### src/rtl/micro_uaz_pkg.sv
// Shared widths and opcode encodings for the micro_uaz 8-bit Harvard core.
package micro_uaz_pkg;
    localparam int DATA_W    = 8;
    localparam int INSTR_W   = 9;
    localparam int PC_W      = 9;
    localparam int REG_IDX_W = 3;
    localparam int OP_W      = 3;
    localparam int NUM_REGS  = 1 << REG_IDX_W;

    localparam logic [OP_W-1:0] OP_NOP = 3'b000;
    localparam logic [OP_W-1:0] OP_LD  = 3'b001;
    localparam logic [OP_W-1:0] OP_ST  = 3'b010;
    localparam logic [OP_W-1:0] OP_ADD = 3'b011;
    localparam logic [OP_W-1:0] OP_SUB = 3'b100;
    localparam logic [OP_W-1:0] OP_AND = 3'b101;
    localparam logic [OP_W-1:0] OP_OR  = 3'b110;
    localparam logic [OP_W-1:0] OP_BNZ = 3'b111;
endpackage

### src/rtl/micro_uaz_if.sv
// Instruction and data memory bus between the core (master) and memories (slave).
interface micro_uaz_if;
    import micro_uaz_pkg::*;

    logic [INSTR_W-1:0] i_Instruction;
    logic [DATA_W-1:0]  i_DataInbus;
    logic [PC_W-1:0]    o_Addressinstruction_Bus;
    logic [DATA_W-1:0]  o_Addressdata_Bus;
    logic [DATA_W-1:0]  o_Dataout_Bus;
    logic               ReadWrite;

    modport master (
        input  i_Instruction, i_DataInbus,
        output o_Addressinstruction_Bus, o_Addressdata_Bus, o_Dataout_Bus, ReadWrite
    );

    modport slave (
        output i_Instruction, i_DataInbus,
        input  o_Addressinstruction_Bus, o_Addressdata_Bus, o_Dataout_Bus, ReadWrite
    );
endinterface

### src/rtl/micro_uaz_alu.sv
// Combinational ALU for ADD/SUB/AND/OR; carries and borrows are dropped.
module micro_uaz_alu
    import micro_uaz_pkg::*;
(
    input  logic [OP_W-1:0]   i_op,
    input  logic [DATA_W-1:0] i_a,
    input  logic [DATA_W-1:0] i_b,
    output logic [DATA_W-1:0] o_y
);
    always_comb begin
        o_y = '0;
        case (i_op)
            OP_ADD:  o_y = i_a + i_b;
            OP_SUB:  o_y = i_a - i_b;
            OP_AND:  o_y = i_a & i_b;
            OP_OR:   o_y = i_a | i_b;
            default: o_y = '0;
        endcase
    end
endmodule

### src/rtl/micro_uaz.sv
// Single-cycle core: decode, 8x8 register file and PC; one instruction per clock.
module micro_uaz
    import micro_uaz_pkg::*;
(
    input  logic      i_Clk,
    input  logic      i_Reset,
    micro_uaz_if.master bus
);
    logic [PC_W-1:0]      r_pc;
    logic [DATA_W-1:0]    r_regs [NUM_REGS];

    logic [OP_W-1:0]      w_op;
    logic [REG_IDX_W-1:0] w_rd;
    logic [REG_IDX_W-1:0] w_rs;
    logic [DATA_W-1:0]    w_a;
    logic [DATA_W-1:0]    w_b;
    logic [DATA_W-1:0]    w_alu_y;
    logic [PC_W-1:0]      w_pc_inc;
    logic [PC_W-1:0]      w_pc_next;

    assign w_op     = bus.i_Instruction[8:6];
    assign w_rd     = bus.i_Instruction[5:3];
    assign w_rs     = bus.i_Instruction[2:0];
    assign w_a      = r_regs[w_rd];
    assign w_b      = r_regs[w_rs];
    assign w_pc_inc = r_pc + 1'b1;

    micro_uaz_alu u_alu (
        .i_op (w_op),
        .i_a  (w_a),
        .i_b  (w_b),
        .o_y  (w_alu_y)
    );

    // Branch target is zero-extended from R[rs], so only the low half of the space is reachable.
    always_comb begin
        w_pc_next = w_pc_inc;
        if (w_op == OP_BNZ && w_a != '0)
            w_pc_next = {1'b0, w_b};
    end

    assign bus.o_Addressinstruction_Bus = r_pc;
    assign bus.o_Addressdata_Bus        = i_Reset ? '0 : w_b;
    assign bus.o_Dataout_Bus            = i_Reset ? '0 : w_a;
    assign bus.ReadWrite                = !i_Reset && (w_op == OP_ST);

    always_ff @(posedge i_Clk) begin
        if (i_Reset) begin
            r_pc <= '0;
            for (int i = 0; i < NUM_REGS; i++)
                r_regs[i] <= '0;
        end else begin
            r_pc <= w_pc_next;
            case (w_op)
                OP_LD:                         r_regs[w_rd] <= bus.i_DataInbus;
                OP_ADD, OP_SUB, OP_AND, OP_OR: r_regs[w_rd] <= w_alu_y;
                default: ;
            endcase
        end
    end
endmodule

### src/flat_wrapper.sv
// flat-port wrapper written by rule: the top's interface ports become plain ports
module micro_uaz_flat import micro_uaz_pkg::*;
  (i_Clk, i_Reset, bus_i_Instruction, bus_i_DataInbus, bus_o_Addressinstruction_Bus, bus_o_Addressdata_Bus, bus_o_Dataout_Bus, bus_ReadWrite);
  micro_uaz_if bus_i ();
  input  logic i_Clk;
  input  logic i_Reset;
  input wire logic [$bits(bus_i.i_Instruction)-1:0] bus_i_Instruction;
  input wire logic [$bits(bus_i.i_DataInbus)-1:0] bus_i_DataInbus;
  output wire logic [$bits(bus_i.o_Addressinstruction_Bus)-1:0] bus_o_Addressinstruction_Bus;
  output wire logic [$bits(bus_i.o_Addressdata_Bus)-1:0] bus_o_Addressdata_Bus;
  output wire logic [$bits(bus_i.o_Dataout_Bus)-1:0] bus_o_Dataout_Bus;
  output wire logic [$bits(bus_i.ReadWrite)-1:0] bus_ReadWrite;
  assign bus_i.i_Instruction = bus_i_Instruction;
  assign bus_i.i_DataInbus = bus_i_DataInbus;
  assign bus_o_Addressinstruction_Bus = bus_i.o_Addressinstruction_Bus;
  assign bus_o_Addressdata_Bus = bus_i.o_Addressdata_Bus;
  assign bus_o_Dataout_Bus = bus_i.o_Dataout_Bus;
  assign bus_ReadWrite = bus_i.ReadWrite;
  micro_uaz u_core (.i_Clk(i_Clk), .i_Reset(i_Reset), .bus(bus_i));
endmodule
### config.mk
export PLATFORM = sky130hd
export DESIGN_NAME = micro_uaz_flat
export DESIGN_NICKNAME = d
export VERILOG_FILES = /design/src/rtl/micro_uaz_pkg.sv /design/src/rtl/micro_uaz_if.sv /design/src/rtl/micro_uaz_alu.sv /design/src/rtl/micro_uaz.sv /design/src/flat_wrapper.sv
export SDC_FILE = /design/constraint.sdc
export NUM_CORES = 1
export LEC_CHECK = 0
export ABC_AREA = 1
export CORE_ASPECT_RATIO = 1.1
export CORE_MARGIN = 4
export CORE_UTILIZATION = 59
export DETAILED_ROUTE_END_ITERATION = 10
export PLACE_DENSITY_LB_ADDON = 0.3
export SLEW_MARGIN = 20
export SYNTH_ARGS = -nofsm -noshare
export SYNTH_HDL_FRONTEND = slang
export SYNTH_HIERARCHICAL = 1
export SYNTH_SLANG_ARGS = --single-unit
### constraint.sdc
create_clock -name i_Clk -period 10.5 [get_ports i_Clk]
set_clock_uncertainty 0.1 [all_clocks]
set_input_delay 3.15 -clock i_Clk [delete_from_list [all_inputs] [get_ports i_Clk]]
set_output_delay 3.15 -clock i_Clk [all_outputs]
set_load 0.02 [all_outputs]
==> After elaboration in Yosys (flattened, before gate mapping) <==
Memory sizes are Yosys's and may differ from the RTL's.
Index checks and enable logic that the tools add are counted.
{ "totals": {"inputBits": 19, "out_inout_bits": 26, "memories": 1, "reg_bits": 9, "ramBits": 64, "wordCells": 39} }
{ "memory_table": {"columns": ["name", "depth", "width", "read_ports", "rd_clocked_by_memory_dff", "wr", "line", "text"], "rows": [
  ["u_core.r_regs", 8, 8, 2, 0, 8, "micro_uaz.sv:10", "logic [DATA_W-1:0] r_regs [NUM_REGS];"]
]} }
{ "op_classes": {"bitwise_logic": 3, "n_mux": 16, "eq_ne": 7, "n_reduce_logical": 7, "n_addsub": 3} }
{ "ops": {"columns": ["op", "n"], "rows": [
  ["$mux 8", 5],
  ["$pmux 8 s4", 1],
  ["$eq 3x3->1 const B", 4],
  ["$add 9x1->9 const B", 1],
  ["$mux 1", 9],
  ["$add 8x8->8", 1],
  ["$and 8x8->8", 1],
  ["$or 8x8->8", 1],
  ["$reduce_bool 8->1", 1],
  ["$reduce_or 8->1", 1],
  ["$sub 8x8->8", 1],
  ["$eq 3x2->1 const B", 2],
  ["$reduce_or 4->1", 1],
  ["$eq 3x1->1 const B", 1],
  ["$mux 3", 1],
  ["$logic_and 1x1->1", 2],
  ["$reduce_or 2->1", 1],
  ["$logic_not 1->1", 1],
  ["$or 1x1->1", 1]
]} }

==> Longest topological paths before layout <==
Gate-level depths: netlist (run 1).
{ "depth": {"word_depth": 8, "ltp_mapped": 27, "depth_no_buf": 25} }

==> Cells and area by module <==
Netlist (run 1), hierarchy kept.
{ "by_module_without_submodules": {"columns": ["mod", "instances", "seq_area_each_um2", "area_per_inst_um2", "cells_per_inst"], "rows": [
  ["micro_uaz", 1, 2102.0, 4364.2, 568],
  ["micro_uaz_alu", 1, 0.0, 749.5, 136]
]} }

==> Worst setup path before layout (run 1) <==
OpenSTA, ideal clock, no wires.
{ "synth_timing": {"kind": "input port to output port", "startpoint": "input bus_i_Instruction[1]", "endpoint": "output bus_o_Addressdata_Bus[1]", "stages": 9, "n_path_buf": 2, "t_arrival_ps": 4502, "t_required_ps": 7250, "setup_slack_ps": 2748, "cell_sequence": "buf_2 > inv_2 > clkbuf_1 > o21ai_1 > o22ai_1 > inv_1 > o21ai_1 > inv_1 > nor2_1"} }
{ "synth_between": {"elab_chain_len": 2} }
{ "synth_rtl": {"columns": ["element", "line", "text"], "rows": [
  ["start, declared", "flat_wrapper.sv:7", "input wire logic [$bits(bus_i.i_Instruction)-1:0] bus_i_Instruction;"],
  ["$mem_v2 8x8", null, null],
  ["named net u_core.w_b[1]", "micro_uaz.sv:16", "logic [DATA_W-1:0] w_b;"],
  ["$mux 8", "micro_uaz.sv:43", "assign bus.o_Addressdata_Bus = i_Reset ? '0 : w_b;"],
  ["end, declared", "flat_wrapper.sv:10", "output wire logic [$bits(bus_i.o_Addressdata_Bus)-1:0] bus_o_Addressdata_Bus;"]
]} }
The timed path passes the listed nets, and every way through them passes these cells.

==> Worst setup path after layout (run 1) <==
{ "layout_timing": {"startpoint": "input bus_i_Instruction[0]", "endpoint": "output bus_o_Addressdata_Bus[1]"} }
Same word-level chain as after synthesis.

==> impl_metrics.tcl, run 1 <==
set metrics [dict create \
    synthCells 704 \
    cts_tree "done" \
    cts_buffers 9 \
    tightest_slew_ns 0.917 \
    timing.hold.ws_ns 0.463 \
    critical_path.endpoint "bus_o_Addressdata_Bus[1]" \
    crit_fanout 33 \
    grtUsageTotal 0.297 \
    hold_buffers 0 \
    postRouteWirelength_um 15300 \
    finalCriticalPeriod_ns 9.29 \
    grt_pass1_wl_um 23800 \
    finalMaxSlewViolations 0 \
    cts_resized 0 \
    wire_per_inst_um 17.8 \
    power.density_nw_per_um2 138 \
    hold_violations 0 \
    drt-pass1-iter-count 6 \
    startpoint_type "input port" \
    cap_violations 0 \
    vias 4946 \
    setup_violations 0 \
    layout-drive-gt1-share 0.0710 \
    dpl.cell_count 841 \
    fmaxAchievable_ghz 0.108 \
    r2r_cells 17 \
    drtAntennaViolNets 0 \
    layout_setup_ws_ns 1.21 \
    ir_worst_vdd_mv 0.0866 \
    timing.rr.end "u_core/r_regs[6][3]" \
    dpl.hpwl_um 10800 \
    synth_largest_area_cell "edfxtp_1" \
    insertion_delay_ns 0.35 \
    hold_path.class "flip-flop to flip-flop" \
    yosysWarnings 6 \
    finalSetupTns_ns 0 \
    synthDistinctLibCells 40 \
    root_buffer "clkbuf_8" \
    rsz0062_at_grt "no" \
    die_w_um 96.8 \
    ys_seq_area_frac 0.411 \
    reg2reg_from "u_core/r_regs[7][0]" \
    drc 0 \
    synth_area_leaders "edfxtp_1 (38%), nand2_1 (13%), nor2_1 (8.7%)" \
    post_cts_buffers 0 \
    ys_ff_latch 73 \
    r2r_slack_ns 6.43 \
    synth_top_area_frac 0.376 \
    syn_to_final_growth_pct 14.0 \
    grt_pass1_vias 4447 \
    clk_path_buf_depth 2 \
    nets 772 \
    portBuffers 44 \
    place_congestion 0.981 \
    crit_required_ns 7.25 \
    antenna_cells 0 \
    clkTransAtPathRegs_ns 0.08 \
    synthArstFlopShare 0 \
    avgSynthCellArea_sq_um 7.26 \
    drt_iter0_markers 444 \
    design.core.area_sq_um 8410 \
    outcome "completed" \
    fin_cells 857 \
    final_util 0.694 \
    grt_antenna_before_repair 0 \
    cp-startpoint "bus_i_Instruction[0]" \
    pre_cts_ws_ns 1.28 \
    cp-end-kind "output pin" \
    crit_type "input port to output pin" \
    fp-row-count 35 \
    die_h_um 106 \
    syn-cell-area_sq_um 5110 \
    synth_ff_type "edfxtp_1" \
    start_util 0.608 \
    syn-num-nets 735 \
    p_leak_nw 2.74 \
    io_pins 45 \
    synth-edff-count 64 \
    fill_cells 730 \
    finalCritPeriodShare 0.884 \
    dieArea_sq_um 10200 \
    cts_sinks 73 \
    grt_max_degree 39 \
    overflow 0 \
    htree_levels 3 \
    viasPerCell 5.77 \
    cp.arrival_ns 6.04 \
    worst_slew_margin_rel 0.376 \
]
==> synth_stat cells, types with 2 or more instances <==
cell,instances
o211ai_1,3
inv_2,8
buf_4,4
inv_1,92
nor2_2,3
nor3_1,5
ha_1,11
xor2_1,5
o22ai_1,6
clkbuf_1,9
nand2_1,179
o21a_1,5
nor2_1,118
nor2_4,3
buf_2,4
a21oi_1,29
or2_2,2
buf_6,4
o21ai_1,8
edfxtp_1,64
nand3_1,51
mux2i_1,8
o21ai_0,44
nand3b_1,3
dfxtp_1,9
xnor2_1,2
buf_1,3
nand3_2,9
or2_1,2
==> power breakdown <==
part / total [mW] / switching, mW / internal [mW]
logic: 0.230 / 0.152 / 0.0784
clock network: 0.237 / 0.107 / 0.130
registers: 0.341 / 0.00980 / 0.331
total: 0.807 / 0.268 / 0.539
==> layout by cell type, fill, tap and decap left out, types with 11 or more instances in the layout <==
cell             count
nand2_1            179
nor2_1             118
inv_1               92
edfxtp_1            64
nand3_1             51
clkdlybuf4s50_1     44
o21ai_0             44
a21oi_1             29
ha_1                11
==> worst max-delay path, cell delays in order <==
cell,delay (ns)
clkdlybuf4s50_1,0.39
buf_4,0.22
inv_1,0.67
nor2_1,0.10
o22ai_1,0.20
inv_1,0.06
o21ai_1,0.43
inv_1,0.08
nor2_1,0.09
clkdlybuf4s50_1,0.62
==> cell families after synthesis <==
logic type               synth area share
AO/OA/AOI/OAI                       0.108
XOR/XNOR                           0.0120
adder cells (fa/ha/maj)            0.0308
buffers and inverters               0.101
flip-flops                          0.411
multiplexers                       0.0157
AND/OR/NAND/NOR                     0.321
==> per-stage QoR <==
step	total power [mW]	cell area [sq um]
detailed placement	0.570	5610
global placement	0.564	5600
global route	0.850	5830
floorplan	0.495	5110
CTS	0.804	5820
finish	0.807	5830
==> sequential cells by signal (all words and copies together), names as in the netlist <==
register and flops:
u_core/r_regs 64, u_core/bus.o_Addressinstruction_Bus 9
==> final cells by class <==
cell class | count | area [sq um] | area share
Inverter | 100 | 375 | 0.0644
Clock buffer | 14 | 206 | 0.0354
Tap cell | 111 | 139 | 0.0238
Multi-Input combinational cell | 507 | 2510 | 0.431
Timing Repair Buffer | 50 | 485 | 0.0832
Sequential cell | 73 | 2100 | 0.360
Clock inverter | 2 | 12.5 | 0.00215
==> per-layer routing <==
layer | global-route usage | up-vias | routed length, um
li1 | - | 2341 | -
met1 | 0.382 | 2279 | 6030
met2 | 0.497 | 282 | 7330
met3 | 0.0556 | 44 | 1260
met4 | 0.113 | 0 | 637
met5 | 0 | - | 0
==> how the worst min path moves through the flow <==
stage / start / endpoint / slack [ns] / depth (start not counted)
final: u_core/bus.o_Addressinstruction_Bus[0] / u_core/bus.o_Addressinstruction_Bus[0] / 0.46 / 3
after detailed placement: u_core/bus.o_Addressinstruction_Bus[0] / u_core/bus.o_Addressinstruction_Bus[0] / 0.45 / 3
after CTS: u_core/bus.o_Addressinstruction_Bus[0] / u_core/bus.o_Addressinstruction_Bus[0] / 0.47 / 3
after floorplan: u_core/bus.o_Addressinstruction_Bus[0] / u_core/bus.o_Addressinstruction_Bus[0] / 0.50 / 3
after global routing: u_core/bus.o_Addressinstruction_Bus[0] / u_core/bus.o_Addressinstruction_Bus[0] / 0.55 / 3
after global placement: u_core/bus.o_Addressinstruction_Bus[0] / u_core/bus.o_Addressinstruction_Bus[0] / 0.42 / 3
(Power assumes the default switching activity.)
==> inputs of run 2 (changes only) <==
--- a/config.mk
+++ b/config.mk
@@ -6,11 +6,14 @@
 export NUM_CORES = 1
 export LEC_CHECK = 0
 export ABC_AREA = 1
+export CAP_MARGIN = 20
 export CORE_ASPECT_RATIO = 1.1
 export CORE_MARGIN = 4
 export CORE_UTILIZATION = 59
 export DETAILED_ROUTE_END_ITERATION = 10
+export GPL_TIMING_DRIVEN = 0
 export PLACE_DENSITY_LB_ADDON = 0.3
+export SKIP_CTS_REPAIR_TIMING = 1
 export SLEW_MARGIN = 20
 export SYNTH_ARGS = -nofsm -noshare
 export SYNTH_HDL_FRONTEND = slang
==> run 2 against run 1 <==
  * Cell count is 1.9% higher
  * Combinational power hardly changed
  * Wire length is 1.2% lower
  * Critical path type unchanged
  * Critical endpoint unchanged
  * Largest power group unchanged
==> impl_metrics.tcl, run 2 (synthesized netlist as in run 1, its figures left out) <==
set metrics [dict create \
    outcome "completed" \
    drc 0 \
    largest_reg_flops 64 \
    crit_required_ns 7.25 \
    worst_slew_margin_rel 0.232 \
    drt_iter0_markers 464 \
    crit_type "input port to output pin" \
    dieArea_sq_um 10200 \
    hold_violations 0 \
    nets 788 \
    finalSetupTns_ns 0 \
    fmaxAchievable_ghz 0.108 \
    fp-row-count 35 \
    max_stage_delay_ns 0.61 \
    grt_max_degree 14 \
    die_w_um 96.8 \
    layout_setup_ws_ns 1.25 \
    die_h_um 106 \
    start_util 0.608 \
    vias 5047 \
    viasPerCell 5.78 \
    setup_violations 0 \
    dpl.hpwl_um 11400 \
    largest-register "u_core/r_regs" \
    crit_fanout 10 \
    io_pins 45 \
    pre_cts_ws_ns 1.34 \
    grtUsageTotal 0.300 \
    design.core.area_sq_um 8410 \
    postRouteWirelength_um 15100 \
    wire_per_inst_um 17.3 \
    finalCritPeriodShare 0.881 \
    antenna_cells 0 \
    portBuffers 41 \
    syn_to_final_growth_pct 14.2 \
    startpoint_type "input port" \
    p_leak_nw 2.77 \
    grt_antenna_before_repair 0 \
    overflow 0 \
    clk_path_buf_depth 2 \
    place_congestion 0.970 \
    rsz0062_at_grt "no" \
    timing.hold.ws_ns 0.459 \
    cts_sinks 73 \
    drt-pass1-iter-count 6 \
    insertion_delay_ns 0.34 \
    worstPathCellList "clkdlybuf4s50_1 -> inv_1 -> clkbuf_1 -> nor2_1 -> o22ai_1 -> inv_1 -> o21ai_1 -> inv_1 -> nor2_1 -> clkdlybuf4s50_1" \
    cts_tree "done" \
    final_util 0.695 \
    cp-end-kind "output pin" \
    path_common_cell "inv_1" \
    ir_worst_vdd_mv 0.0881 \
    grt_pass1_wl_um 24100 \
    power.density_nw_per_um2 131 \
    cap_violations 0 \
    final_common_cell "nand2_1" \
    hold_path.class "flip-flop to flip-flop" \
    htree_levels 3 \
    drtAntennaViolNets 0 \
    root_buffer "clkbuf_8" \
    layout-drive-gt1-share 0.0748 \
    finalCriticalPeriod_ns 9.25 \
    final_cell_mix "nand2_1 (179), nor2_1 (118), inv_1 (92)" \
    finalMaxSlewViolations 0 \
    cp.arrival_ns 6.00 \
    slowest_stage "clkdlybuf4s50_1" \
    clkTransAtPathRegs_ns 0.08 \
    tightest_slew_ns 1.12 \
    grt_pass1_vias 4752 \
    cts_buffers 9 \
]
run 2: cell count changes in the layout (fill, tap and decap cells not counted), sizes merged:
cell	change
clkbuf	+6
inv	-1
buf	+9
clkinv	+4
clkdlybuf4s50	-3
clkinvlp	+1
run 2: per-layer routing:
metal | up-vias | global-route usage | part of all wire
li1 | 2377 | - | -
met1 | 2310 | 0.360 | 0.38
met2 | 307 | 0.524 | 0.48
met3 | 53 | 0.0523 | 0.10
met4 | 0 | 0.135 | 0.045
met5 | - | 0 | 0
run 2: layout make-up:
class,count,area (sq um)
Tap cell,111,139
Clock inverter,6,43.8
Clock buffer,10,128
Timing Repair Buffer,42,418
Fill cell,734,2570
Inverter,100,375
Multi-Input combinational cell,507,2500
Sequential cell,73,2100
Buffer,24,140
run 2: final timing paths:
path                                                        startpoint                                endpoint  slack [ns]  cells past startpoint
worst max register to register                     u_core/r_regs[6][1]                     u_core/r_regs[3][7]        6.23                     22
worst max-delay path                              bus_i_Instruction[0]                bus_o_Addressdata_Bus[1]        1.25                     10
worst min register to register  u_core/bus.o_Addressinstruction_Bus[0]  u_core/bus.o_Addressinstruction_Bus[0]        0.46                      3
worst min-delay path            u_core/bus.o_Addressinstruction_Bus[0]  u_core/bus.o_Addressinstruction_Bus[0]        0.46                      3
run 2: worst max-delay path: cells and delay by family:
family	cells	cell delay (ns)
AO/OA/AOI/OAI	2	0.71
buffers and inverters	6	1.93
AND/OR/NAND/NOR	2	0.19
run 2: report_power, final:
| part | total [mW] | internal, mW | switching, mW |
|---|---|---|---|
| sequential | 0.339 | 0.331 | 0.00781 |
| clock | 0.198 | 0.0867 | 0.111 |
| combinational | 0.228 | 0.0781 | 0.150 |
| total | 0.764 | 0.496 | 0.268 |
run 2: through the flow:
step                      cells  instance area (sq um)  power, mW
after CTS                   872                   5830      0.762
after global placement      856                   5660      0.561
after detailed placement    856                   5660      0.567
after floorplan             704                   5110      0.495
final                       873                   5840      0.764
after global routing        873                   5840      0.809
